--- src/rtl/intersection_controller.sv ---
// Two-road signalised intersection sequencer. Produces the one-hot road
// lights, the per-phase tick countdown for the pedestrian lights, and the
// crosswalk enables, with pedestrian requests latched until the matching
// green starts.
module intersection_controller #(
    parameter int TICK_DIV     = 50,
    parameter int GREEN_TIME   = 60,
    parameter int YELLOW_TIME  = 4,
    parameter int ALL_RED_TIME = 2,
    parameter int PED_MIN_TIME = 90
) (
    input  logic       clk,
    input  logic       reset_n,
    input  logic       ped_req_ns,
    input  logic       ped_req_ew,
    output logic [2:0] ns_light,
    output logic [2:0] ew_light,
    output logic [6:0] master_timer,
    output logic       ped_enable_ns,
    output logic       ped_enable_ew,
    output logic [2:0] phase
);

    typedef enum logic [2:0] {
        RED_A     = 3'd0,
        NS_GREEN  = 3'd1,
        NS_YELLOW = 3'd2,
        RED_B     = 3'd3,
        EW_GREEN  = 3'd4,
        EW_YELLOW = 3'd5
    } state_t;

    localparam int PW = (TICK_DIV > 2) ? $clog2(TICK_DIV) : 1;
    localparam logic [PW-1:0] PRESC_LAST = PW'(TICK_DIV - 1);

    localparam logic [6:0] GREEN_D   = 7'(GREEN_TIME);
    localparam logic [6:0] YELLOW_D  = 7'(YELLOW_TIME);
    localparam logic [6:0] ALL_RED_D = 7'(ALL_RED_TIME);
    localparam logic [6:0] PED_D     = 7'(PED_MIN_TIME);
    // A served pedestrian never shortens the green, only lengthens it.
    localparam logic [6:0] PED_GREEN_D = (PED_D > GREEN_D) ? PED_D : GREEN_D;

    localparam logic [2:0] LIGHT_RED    = 3'b100;
    localparam logic [2:0] LIGHT_YELLOW = 3'b010;
    localparam logic [2:0] LIGHT_GREEN  = 3'b001;

    state_t        state_r, state_s;
    logic [6:0]    timer_r, timer_s;
    logic [2:0]    ns_light_r, ns_light_s;
    logic [2:0]    ew_light_r, ew_light_s;
    logic          en_ns_r, en_ns_s;
    logic          en_ew_r, en_ew_s;
    logic          req_ns_r, req_ns_s;
    logic          req_ew_r, req_ew_s;
    logic [PW-1:0] presc_r;
    logic          tick_s;
    logic          serve_ns_s;
    logic          serve_ew_s;

    assign tick_s     = (presc_r == PRESC_LAST);
    // A press in the very clk of green entry is served rather than latched.
    assign serve_ns_s = req_ns_r | ped_req_ns;
    assign serve_ew_s = req_ew_r | ped_req_ew;

    // Free-running 1-second prescaler, independent of phase changes.
    always_ff @(posedge clk or negedge reset_n) begin
        if (!reset_n) begin
            presc_r <= '0;
        end else if (tick_s) begin
            presc_r <= '0;
        end else begin
            presc_r <= presc_r + PW'(1);
        end
    end

    // Phase sequencing, countdown, request latching and crosswalk enables.
    always_comb begin
        state_s  = state_r;
        timer_s  = timer_r;
        en_ns_s  = en_ns_r;
        en_ew_s  = en_ew_r;
        req_ns_s = serve_ns_s;
        req_ew_s = serve_ew_s;
        if (state_r > EW_YELLOW) begin
            // Corrupted encoding: fall back to the all-red clearance.
            state_s = RED_A;
            timer_s = ALL_RED_D;
            en_ns_s = 1'b0;
            en_ew_s = 1'b0;
        end else if (tick_s && (timer_r > 7'd1)) begin
            timer_s = timer_r - 7'd1;
        end else if (tick_s) begin
            case (state_r)
                RED_A: begin
                    state_s  = NS_GREEN;
                    timer_s  = serve_ns_s ? PED_GREEN_D : GREEN_D;
                    en_ns_s  = serve_ns_s;
                    req_ns_s = 1'b0;
                end
                NS_GREEN: begin
                    state_s = NS_YELLOW;
                    timer_s = YELLOW_D;
                    en_ns_s = 1'b0;
                end
                NS_YELLOW: begin
                    state_s = RED_B;
                    timer_s = ALL_RED_D;
                end
                RED_B: begin
                    state_s  = EW_GREEN;
                    timer_s  = serve_ew_s ? PED_GREEN_D : GREEN_D;
                    en_ew_s  = serve_ew_s;
                    req_ew_s = 1'b0;
                end
                EW_GREEN: begin
                    state_s = EW_YELLOW;
                    timer_s = YELLOW_D;
                    en_ew_s = 1'b0;
                end
                EW_YELLOW: begin
                    state_s = RED_A;
                    timer_s = ALL_RED_D;
                end
                default: begin
                    state_s = RED_A;
                    timer_s = ALL_RED_D;
                    en_ns_s = 1'b0;
                    en_ew_s = 1'b0;
                end
            endcase
        end else begin
            timer_s = timer_r;
        end
    end

    // Light decode from the upcoming state so lights and phase update together.
    always_comb begin
        ns_light_s = LIGHT_RED;
        ew_light_s = LIGHT_RED;
        case (state_s)
            NS_GREEN:  ns_light_s = LIGHT_GREEN;
            NS_YELLOW: ns_light_s = LIGHT_YELLOW;
            EW_GREEN:  ew_light_s = LIGHT_GREEN;
            EW_YELLOW: ew_light_s = LIGHT_YELLOW;
            default: begin
                ns_light_s = LIGHT_RED;
                ew_light_s = LIGHT_RED;
            end
        endcase
    end

    // State and output registers; reset forces the safe all-red state at once.
    always_ff @(posedge clk or negedge reset_n) begin
        if (!reset_n) begin
            state_r    <= RED_A;
            timer_r    <= ALL_RED_D;
            ns_light_r <= LIGHT_RED;
            ew_light_r <= LIGHT_RED;
            en_ns_r    <= 1'b0;
            en_ew_r    <= 1'b0;
            req_ns_r   <= 1'b0;
            req_ew_r   <= 1'b0;
        end else begin
            state_r    <= state_s;
            timer_r    <= timer_s;
            ns_light_r <= ns_light_s;
            ew_light_r <= ew_light_s;
            en_ns_r    <= en_ns_s;
            en_ew_r    <= en_ew_s;
            req_ns_r   <= req_ns_s;
            req_ew_r   <= req_ew_s;
        end
    end

    assign ns_light      = ns_light_r;
    assign ew_light      = ew_light_r;
    assign master_timer  = timer_r;
    assign ped_enable_ns = en_ns_r;
    assign ped_enable_ew = en_ew_r;
    assign phase         = state_r;

endmodule

--- config.mk ---
export PLATFORM = sky130hd
export DESIGN_NAME = intersection_controller
export DESIGN_NICKNAME = d
export VERILOG_FILES = /design/src/rtl/intersection_controller.sv
export SDC_FILE = /design/constraint.sdc
export NUM_CORES = 1
export LEC_CHECK = 0
export CAP_MARGIN = 20
export CORE_ASPECT_RATIO = 1.25
export CORE_MARGIN = 2
export CORE_UTILIZATION = 47
export DETAILED_ROUTE_END_ITERATION = 16
export PLACE_DENSITY = 0.81
export SLEW_MARGIN = 30
export SYNTH_ARGS = -nofsm -noshare
export SYNTH_HDL_FRONTEND = slang
export SYNTH_SLANG_ARGS = --single-unit
--- constraint.sdc ---
create_clock -name clk -period 1.94 [get_ports clk]
set_clock_uncertainty 0.05 [all_clocks]
set_input_delay 0.194 -clock clk [delete_from_list [all_inputs] [get_ports clk]]
set_output_delay 0.194 -clock clk [all_outputs]
set_load 0.02 [all_outputs]
# Word-level counts from Yosys, hierarchy flattened
# Index checks and enable logic that the tools add are counted.
dict set report word_totals {
  reg_bits 26
  in_bits 4
  output_inout_bits 18
  word_cells 66
}
dict set report classes {
  n_addsub 2
  n_lt_le_gt_ge 2
  eq_ne 13
  mux 29
  bitwise 2
  n_reduce_logical 9
}
# cell count
set ops {}
lappend ops {{2-to-1 mux 7 bit} 5}
lappend ops {{one-hot mux 7 bit (3 select lines)} 1}
lappend ops {{one-hot mux 3 bit (5 select lines)} 1}
lappend ops {{2-to-1 mux 1 bit} 14}
lappend ops {{equality test 3 bit, second input constant} 4}
lappend ops {{one-hot mux 3 bit (2 select lines)} 2}
lappend ops {{equality test 3 x 2 -> 1 bit, second input constant} 3}
lappend ops {{2-to-1 mux 3 bit} 3}
lappend ops {{OR reduction 4 bit} 2}
lappend ops {{> comparator 7 x 1 -> 1 bit, second input constant} 1}
lappend ops {{subtractor 7 x 1 -> 7 bit, second input constant} 1}
lappend ops {{adder 6 x 1 -> 6 bit, second input constant} 1}
lappend ops {{equality test 3 x 1 -> 1 bit, second input constant} 2}
lappend ops {{equality test 6 bit, second input constant} 1}
lappend ops {{2-to-1 mux 6 bit} 1}
lappend ops {{AND reduction 3 bit} 2}
lappend ops {{!= test 2 x 1 -> 1 bit, second input constant} 2}
lappend ops {{one-hot mux 1 bit (2 select lines)} 2}
lappend ops {{> comparator 3 bit, second input constant} 1}
lappend ops {{logical NOT 3 bit} 1}
lappend ops {{nonzero test 3 bit} 1}
lappend ops {{!= test 2 bit, second input constant} 1}
lappend ops {{bitwise OR 1 bit} 2}
lappend ops {{nonzero test 2 bit} 1}
lappend ops {{other kinds (2)} 2}

# Logic depth before layout (Yosys ltp)
dict set report logic_depth {
  depth_word 7
  depth_mapped 8
  ltp_nobuf 7
}

# Worst setup path before layout
# Ideal clock, no wire load.
dict set report synth_timing {
  path_kind {reg2reg}
  start {register timer_r[5] (netlist: master_timer[5])}
  end {register en_ew_r (netlist: ped_enable_ew)}
  arrival_ns 1.977
  required_ns 1.769
  path_slack_ns -0.208
  stages_incl_launch_ff 6
  n_path_buf 0
  synth_period_minus_slack_ns 2.148
  cell_sequence {dfrtp_1 > or4_4 > nor4_4 > nand2_4 > a22o_1 > a22o_1}
}
dict set report synth_via {
  elab_chain_cells 4
}
# element line_no
set synth_lines {}
lappend synth_lines {{from (decl)} 48} ;# logic [6:0] timer_r, timer_s;
lappend synth_lines {{from (signal assigned)} 165} ;# timer_r <= timer_s;
lappend synth_lines {{> comparator 7 x 1 -> 1 bit} 90} ;# end else if (tick_s && (timer_r > 7'd1)) begin
lappend synth_lines {{logical AND 1 bit} 90}
lappend synth_lines {{!= test 2 bit (no line)} -}
lappend synth_lines {{AND reduction 3 bit (no line)} -}
lappend synth_lines {{to (signal assigned)} 169} ;# en_ew_r <= en_ew_s;
lappend synth_lines {{to (decl)} 52} ;# logic en_ew_r, en_ew_s;
# Every way passes these cells.
# A chain may end at the register's enable or synchronous reset.

# Worst setup path after layout
dict set report layout_timing {
  start {register timer_r[4] (netlist: master_timer[4])}
  end {register en_ew_r (netlist: ped_enable_ew)}
}
# Same word-level chain as after synthesis.

==> results.toml <==
[detailed_routing]
drc = 0
first_iter_violations = 56
via_per_inst = 5.74
vias = 1291
drt_pass1_iterations = 4
drt_wl_total_um = 3360
wl_per_cell_um = 14.9
antenna_left = 0

[hold_path]
hp-class = "input pin to asynchronous set/reset pin"

[floorplanning]
coreArea_um2 = 2920
rows = 22
io_pins = 22
die_width_um = 53.1
die_area_um2 = 3480
chipHeight_um = 65.4
initial_utilization_pct = 48.6

[run_status]
violations = "setup timing"
status = "finished with violations"

[final_layout]
nNetsFinal = 198
nFillCells = 237
final_area_um2 = 1960
antenna_cells = 0
final_common_cell = "buf_4"
area_growth_pct = 38.3
layout-drive-gt1-share_pct = 29.1
seq_area_um2 = 658
multi_input_area_um2 = 782
most-common-layout-cells = "buf_4 (25), clkdlybuf4s50_1 (21), dfrtp_1 (20)"

[sta]
worstMarginPinSlew_ps = 410
rsz0062_at_grt = "true"
period_minus_slack_ps = 1960
fmax_mhz = 511
timing.slew.headroom_pct = 72.7
finalHoldViolCount = 0
maxSlewViolCount = 0
finalSetupViolCount = 1
final.setup.worst_slack_ps = -16.0
fin_crit_sh_pct = 101

[placed_design]
io_buffers = 21
post_dp_cell_area_um2 = 1820
place_congestion = 0.910
detailedPlacementHpwl_um = 2400
pre_cts_ws_ps = -31.1

[clock_network]
root_buffer = "clkbuf_4"
clk_pin_slew_ps = 150
cts.path.max_buffers = 2
cts_sinks = 26
cts_buffers = 3
tritoncts = "built"
htreeDepth = 1
cts_hold_buffers = 0
insertion_delay_ps = 330

[synthesis]
syn_nets = 155
synth.cell_area_um2 = 1420
ys_ff_latch = 26
yosysWarnings = 0
synth_cell_types = 45
syn_inst = 147
ys.flop_type = "dfrtp_1"
synth_edf_count = 0
avgSynthCellArea_um2 = 9.65
ys_seq_area_share_pct = 46.1
synth-async-reset-ratio_pct = 100

[global_route]
grt_pass1_vias = 1203
grt-ovfl-total = 0
grt_max_degree = 27
grt_pass1_wl_um = 5370
grt_util_all_layers_pct = 20.6
grt_antenna_before_repair = 0

[setup_path]
end_kind = "flip-flop"
timing.rr.end = "ped_enable_ew"
r2r-start = "master_timer[4]"
worstRegToRegCells = 6
worstPathArrival_ps = 2150
critPathKind = "flip-flop to flip-flop"
start_kind = "flip-flop"
crit_fanout = 3
cp_data_required_time_ps = 2130
reg2reg_slack_ps = -20

[power]
p_per_area_nw_per_um2 = 476
power_leakage_nw = 0.848
vdd_ir_drop_max_uv = 731

[run]
maxCapViolCount = 0
metal layers:
metal  vias up  track usage [%]  share of wire (%)  wire length (um)
met3         4             2.73                2.9                97
met1       646             26.1                 43              1430
met5         -                0                  0                 0
met2        28             35.0                 53              1800
met4         0             7.69                1.1                37
li1        613                -                  -                 -
state kept, by name (all words and copies together), names as in the netlist:
register and cells:
req_ns_r 1, ped_enable_ns 1, phase 3, ns_light 3, ped_enable_ew 1, req_ew_r 1, master_timer 7, ew_light 3
presc_r 6
Yosys cell counts (2+ instances only):
| cell type | instances | area [um^2] |
|---|---|---|
| ha_1 | 4 | 50.1 |
| a32o_1 | 2 | 20.0 |
| buf_2 | 2 | 10.0 |
| or3_1 | 2 | 12.5 |
| a21oi_1 | 14 | 70.1 |
| a31oi_1 | 3 | 18.8 |
| inv_1 | 6 | 22.5 |
| nor3_1 | 5 | 25.0 |
| o31ai_1 | 2 | 15.0 |
| dfstp_2 | 3 | 78.8 |
| nand2b_1 | 4 | 25.0 |
| o21ai_0 | 8 | 40.0 |
| xnor2_1 | 5 | 43.8 |
| nand3_1 | 5 | 25.0 |
| nor2_1 | 15 | 56.3 |
| clkbuf_1 | 5 | 18.8 |
| a21o_1 | 2 | 15.0 |
| nand4_1 | 3 | 18.8 |
| dfrtp_1 | 23 | 576 |
| a22o_1 | 2 | 17.5 |
| or3b_2 | 2 | 17.5 |
| nand2_1 | 7 | 26.3 |
logic make-up after synthesis:
family                     share of synthesized area [%]
and+or+nand+nor                                     22.0
AOI/OAI and AO/OA                                   19.8
DFF                                                 46.1
buffers and inverters                               4.14
xor gates and xnor gates                            3.70
adders and majority gates                           3.53
muxes                                              0.705
area by class of cell:
class	instances	area share, %
well taps	36	2.30
flip-flops and latches	26	33.5
clock buffers	3	1.15
multi-input cells	106	39.9
repair buffers	46	20.3
inverters	7	1.34
clock inverters	1	1.53
through the flow:
| step | util [%] | std cells | TNS (ps) | hold slack [ps] | power [mW] |
|---|---|---|---|---|---|
| detailed placement | 62.3 | 218 | -31.1 | 471 | 0.571 |
| global route | 67.2 | 225 | -385 | 184 | 0.968 |
| floorplan | - | 147 | -68.8 | -152 | 0.552 |
| CTS | 64.6 | 223 | -19.7 | 165 | 0.945 |
| finish | 67.2 | 225 | -16.0 | 156 | 0.935 |
| global placement | 62.3 | 218 | 0 | 453 | 0.571 |
critical path, stage by stage (launching register included):
cell	delay, ps
dfrtp_2	420
or4_4	540
buf_4	170
nor4_4	200
nand2_4	90
a22o_1	200
a22o_1	200
worst max path at each step:
stage,from,end,slack [ps],depth (start not counted)
finish,master_timer[4],ped_enable_ew,-20,6
floorplan,master_timer[4],ped_enable_ew,-40,5
detailed placement,master_timer[4],ped_enable_ew,-30,6
CTS,master_timer[4],ped_enable_ew,-20,6
global placement,master_timer[4],ped_enable_ew,20,6
global route,master_timer[4],ped_enable_ew,-70,6
power by group:
part	total (mW)	leakage, nW	switching, mW	internal [mW]
Combinational	0.0183	0.507	0.0116	0.00665
Clock	0.374	0.0279	0.165	0.209
Sequential	0.542	0.313	0.0000000000000000601	0.542
Total	0.935	0.848	0.177	0.758
what timing repair did:
item,4_1_cts,5_1_grt
pin swaps,0,3
cloned,0,0
setup buffers,1,2
setup endpoints to repair,5,16
resized for setup,2,12
Note: power is estimated with default switching activity, not from simulation.
